`src/rtl/input_conditioner_if.sv`:
```
// input_conditioner_if: groups the pushbutton, switch and conditioned-output signals of
// input_conditioner so the front end and its consumer share one bundle.
//   nenter       raw active-low pushbutton (asynchronous, bouncy)
//   switches     raw slide switches (asynchronous)
//   enter        one-cycle pulse per accepted press
//   inputdata    switch value captured with the last enter pulse
//   press_count  accepted presses modulo 16
// Modports: master drives the raw inputs and observes the outputs; slave is the conditioner.
interface input_conditioner_if #(
  parameter int unsigned DATA_W = 8
) ();

  logic              nenter;
  logic [DATA_W-1:0] switches;
  logic              enter;
  logic [DATA_W-1:0] inputdata;
  logic [3:0]        press_count;

  modport master (
    output nenter,
    output switches,
    input  enter,
    input  inputdata,
    input  press_count
  );

  modport slave (
    input  nenter,
    input  switches,
    output enter,
    output inputdata,
    output press_count
  );

endinterface

```
`src/rtl/input_conditioner.sv`:
```
// input_conditioner: synchronizes the active-low ENTER pushbutton and the switch bus,
// debounces the button and emits exactly one single-cycle enter pulse per physical press,
// latching the synchronized switch value alongside that pulse.
// Ports:
//   clk     system clock, all state on the rising edge
//   nreset  synchronous active-low reset
//   bus     input_conditioner_if.slave:
//             nenter, switches            raw asynchronous inputs
//             enter, inputdata, press_count registered outputs
// Parameters:
//   DEBOUNCE_CYCLES  stable cycles needed to accept a press or release (must be >= 2)
//   DATA_W           switch bus / latched data width
module input_conditioner #(
  parameter int unsigned DEBOUNCE_CYCLES = 4,
  parameter int unsigned DATA_W          = 8
) (
  input logic                clk,
  input logic                nreset,
  input_conditioner_if.slave bus
);

  localparam int unsigned     CntW    = $clog2(DEBOUNCE_CYCLES + 1);
  localparam logic [CntW-1:0] CntLast = CntW'(DEBOUNCE_CYCLES - 1);

  typedef enum logic [1:0] {
    StIdle,
    StDbPress,
    StPressed,
    StDbRelease
  } state_e;

  // Two-flop synchronizers; button stages reset to the released level.
  logic              nenter_s1_q;
  logic              nenter_s2_q;
  logic [DATA_W-1:0] sw_s1_q;
  logic [DATA_W-1:0] sw_s2_q;

  state_e            state_q;
  logic [CntW-1:0]   cnt_q;
  logic              enter_q;
  logic [DATA_W-1:0] data_q;
  logic [3:0]        press_cnt_q;

  logic              btn;

  assign btn = ~nenter_s2_q;

  always_ff @(posedge clk) begin
    if (!nreset) begin
      nenter_s1_q <= 1'b1;
      nenter_s2_q <= 1'b1;
      sw_s1_q     <= '0;
      sw_s2_q     <= '0;
    end else begin
      nenter_s1_q <= bus.nenter;
      nenter_s2_q <= nenter_s1_q;
      sw_s1_q     <= bus.switches;
      sw_s2_q     <= sw_s1_q;
    end
  end

  // Debounce FSM. Reset lands in StDbRelease so a button held through reset is treated as
  // already pressed and must be seen released for the full debounce window first.
  always_ff @(posedge clk) begin
    if (!nreset) begin
      state_q     <= StDbRelease;
      cnt_q       <= '0;
      enter_q     <= 1'b0;
      data_q      <= '0;
      press_cnt_q <= '0;
    end else begin
      enter_q <= 1'b0;
      unique case (state_q)
        StIdle: begin
          if (btn) begin
            state_q <= StDbPress;
            cnt_q   <= '0;
          end
        end
        StDbPress: begin
          if (!btn) begin
            state_q <= StIdle;
            cnt_q   <= '0;
          end else if (cnt_q == CntLast) begin
            state_q     <= StPressed;
            cnt_q       <= '0;
            enter_q     <= 1'b1;
            data_q      <= sw_s2_q;
            press_cnt_q <= press_cnt_q + 4'd1;
          end else begin
            cnt_q <= cnt_q + 1'b1;
          end
        end
        StPressed: begin
          if (!btn) begin
            state_q <= StDbRelease;
            cnt_q   <= '0;
          end
        end
        StDbRelease: begin
          // A bounce back to pressed returns to StPressed without a new pulse.
          if (btn) begin
            state_q <= StPressed;
            cnt_q   <= '0;
          end else if (cnt_q == CntLast) begin
            state_q <= StIdle;
            cnt_q   <= '0;
          end else begin
            cnt_q <= cnt_q + 1'b1;
          end
        end
        default: begin
          state_q <= StDbRelease;
          cnt_q   <= '0;
        end
      endcase
    end
  end

  assign bus.enter       = enter_q;
  assign bus.inputdata   = data_q;
  assign bus.press_count = press_cnt_q;

endmodule

```
`src/flat_wrapper.sv`:
```
// flat-port wrapper written by rule: the top's interface ports become plain ports
module input_conditioner_flat 
#(
  parameter int unsigned DEBOUNCE_CYCLES = 4,
  parameter int unsigned DATA_W          = 8
)
  (clk, nreset, bus_nenter, bus_switches, bus_enter, bus_inputdata, bus_press_count);
  input_conditioner_if #(.DATA_W(DATA_W)) bus_i ();
  input logic clk;
  input logic nreset;
  input wire logic [$bits(bus_i.nenter)-1:0] bus_nenter;
  input wire logic [$bits(bus_i.switches)-1:0] bus_switches;
  output wire logic [$bits(bus_i.enter)-1:0] bus_enter;
  output wire logic [$bits(bus_i.inputdata)-1:0] bus_inputdata;
  output wire logic [$bits(bus_i.press_count)-1:0] bus_press_count;
  assign bus_i.nenter = bus_nenter;
  assign bus_i.switches = bus_switches;
  assign bus_enter = bus_i.enter;
  assign bus_inputdata = bus_i.inputdata;
  assign bus_press_count = bus_i.press_count;
  input_conditioner #(.DEBOUNCE_CYCLES(DEBOUNCE_CYCLES), .DATA_W(DATA_W)) u_core (.clk(clk), .nreset(nreset), .bus(bus_i));
endmodule
```
`config.mk`:
```
export PLATFORM = sky130hd
export DESIGN_NAME = input_conditioner_flat
export DESIGN_NICKNAME = d
export VERILOG_FILES = /design/src/rtl/input_conditioner_if.sv /design/src/rtl/input_conditioner.sv /design/src/flat_wrapper.sv
export SDC_FILE = /design/constraint.sdc
export NUM_CORES = 1
export LEC_CHECK = 0
export BUFFER_PORTS_ARGS = -buffer_cell sky130_fd_sc_hd__buf_2
export CAP_MARGIN = 40
export CORE_UTILIZATION = 56
export CTS_BUF_LIST = sky130_fd_sc_hd__clkbuf_4 sky130_fd_sc_hd__clkbuf_8
export DETAILED_ROUTE_END_ITERATION = 6
export PLACE_DENSITY = 0.92
export REMOVE_ABC_BUFFERS = 1
export SLEW_MARGIN = 20
export SYNTH_ARGS = -nofsm -noshare
export SYNTH_HDL_FRONTEND = slang
export SYNTH_SLANG_ARGS = --single-unit
export TNS_END_PERCENT = 50
```
`constraint.sdc`:
```
create_clock -name clk -period 1.4 [get_ports clk]
set_input_delay 0.28 -clock clk [delete_from_list [all_inputs] [get_ports clk]]
set_output_delay 0.28 -clock clk [all_outputs]
set_load 0.005 [all_outputs]
```
==> results.md <==
- H-tree Lvls: 2
- Die Y: between 40 and 50 um
- Initial antenna violation count: 0
- Outcome: completed
- Achievable Freq: 759.0 MHz
- FF-to-FF setup slack: 80 ps
- First-pass GRT wire length: between 3 and 4 mm
- Share of cells above drive strength 1: between 20% and 30%
- Sequential area share after synthesis: 57.03%
- Crit path max fanout: 6
- DP HPWL: 1.445 mm
- Initial DRC Count: 5
- Post-Layout Cell Count: 177
- Top-count cell post-synth: dfxtp_1
- Commonest cells post-synth: dfxtp_1, nand2_1, and2_1
- Worst-Margin Slew: 333.6 ps
- Synth top area share: about 57%
- Relative slew margins: 77.60%
- Initial Util: 61.89%
- Ys async rst share: 0%
- Final Net Count: 162
- Req. time, crit path: 1660 ps
- Setup TNS: 0 ps
- Worst Hold Class: input pin to register
- Max_cap viols: 0
- DR vias: 883
- Leakage: 0.6587 nW
- Final ANT Viol Nets: 0
- Fin. Hold Viols: 0
- # diodes: 0
- # IOs: 24
- Die area: 2451 sq um
- Root buf cell: clkbuf_4
- Routability Congestion: 0.6899
- Clock Sinks: 36
- Final WS setup: 82.48 ps
- Layout area overhead: 21.48%
- Worst-path clk slew: around 100 ps
- Fillers: 156
- CTS tree: built
- Cells after synthesis: approximately 120
- Worst Setup Start Kind: register
- Port bufs: 23
- Die Wd: around 50 um
- Register area: 723.2 sq um
- Synth warn: 0
- Initial DRT Pass Iterations: 4
- Count of final max-slew check failures: 0
- Ys flop type: dfxtp_1
- CP Capture Type: register
- Worst Clk Skew: ~6.8 ps
- Dpl cells: 168
- Minimum clock period: 1318 ps
- CP arrival: roughly 1600 ps
- Post-synth EDFFs: 0
- Gr ovfl total: 0
- DP Worst Slack: -7.476 ps
- Cell Area, Synth: between 1000 and 1500 sq um
- Worst skew pair latency: 330 ps
- DR WL/cell: 11.47 um
- Final Cycle Share: 94.11%
- Overall routing resource usage: 19.16%
- Detailed Route WL: slightly above 2 mm
- Cts bufs inserted: 5
- Most area-consuming cells after synthesis: dfxtp_1, mux2i_1, nand2_1
- DRC: 0
- Number of global-route vias before repair: 816
- Drt via density: about 5.0
- Post-CTS Setup Repair Bufs: 0
- Row cnt: 16
- Pin count of the biggest net entering global routing: 28
- Worst setup path class: register to register
- Netlist cell types: 20
- Peak VDD IR: 1.070 mV
- Pwr Density: approximately 1300 nW/um^2
- Largest area contributor in the netlist: dfxtp_1
- Register bit total from synthesis: 36
- Core footprint: roughly 2000 sq um
- # setup viols final: 0
- Syn Area/Cell: 10.44 sq um
- Multi-input gate area: ~530 sq um
- Clock tree buffer depth: 2
## metal layers
layer / wire length [um] / track usage [%] / vias up
li1: - / - / 447
met1: 905 / 20.79 / 414
met2: 1014 / 33.56 / 18
met3: 66 / 5.556 / 4
met4: 44 / 10.00 / 0
met5: 0 / 0 / -
## critical path, stage by stage, from the launching register on
cell,delay (ps)
dfxtp_2,380
ha_4,160
nand3b_4,130
nor3_4,230
buf_6,170
mux2i_1,190
## cell type report
cell class | instances | share of cell area [%]
multi-input combinational | 79 | 34.80
tap | 27 | 2.200
sequential | 36 | 47.11
clock inverter | 1 | 1.956
clock buffer | 7 | 4.238
timing repair buffer | 27 | 9.698
## path summary, 6_finish.rpt
| kind | startpoint | depth (start not counted) | endpoint |
|---|---|---|---|
| min reg2reg | u_core.nenter_s1_q | 1 | u_core.nenter_s2_q |
| max | u_core.cnt_q[0] | 5 | u_core.bus.inputdata[2] |
| max reg2reg | u_core.cnt_q[0] | 5 | u_core.bus.inputdata[2] |
| min | bus_nenter | 2 | u_core.nenter_s1_q |
## logic make-up after synthesis
group	Yosys count	synth area share, %
compound gates	4	1.980
xor+xnor	1	0.6932
fa+ha+maj	2	1.980
buf+inv	6	2.673
flops	36	57.03
mux	12	9.505
simple gates	60	26.14
## registers in the layout, indices dropped and copies added, names as in the netlist, named ones only
signal                  flops
u_core.sw_s1_q              8
u_core.nenter_s1_q          1
u_core.bus.enter            1
u_core.sw_s2_q              8
u_core.bus.press_count      4
u_core.state_q              1
u_core.bus.inputdata        8
u_core.cnt_q                3
u_core.nenter_s2_q          1
## stage by stage
step	utilization [%]	hold slack [ps]	cell area (sq um)	power, mW
final	75.18	133.4	1535	2.008
after global routing	75.18	142.4	1535	2.086
after CTS	73.77	127.9	1506	2.014
after detailed placement	68.63	407.4	1401	1.219
after global placement	68.63	399.6	1401	1.206
after floorplan	-	341.9	1230	1.168
## repair_timing
item,in CTS,in global routing
cloned,0,1
endpoints found under the setup margin,1,11
gates resized for setup,2,7
pin swaps,0,1
hold buffers,0,0
## power by group
group | total (mW) | internal, mW | switching, mW
Clock | 0.800 | 0.474 | 0.325
Combinational | 0.114 | 0.0576 | 0.0563
Sequential | 1.09 | 1.07 | 0.0288
## layout by cell type, fill, tap and decap left out, types with 2 or more instances in the layout
master	instances
dfxtp_1	34
nand2_1	29
buf_2	23
and2_1	17
mux2i_1	12
nand2b_1	6
clkbuf_4	5
buf_4	3
o22ai_1	2
nand3b_1	2
clkbuf_8	2
dfxtp_2	2
Power figures use the tool's default switching activity.
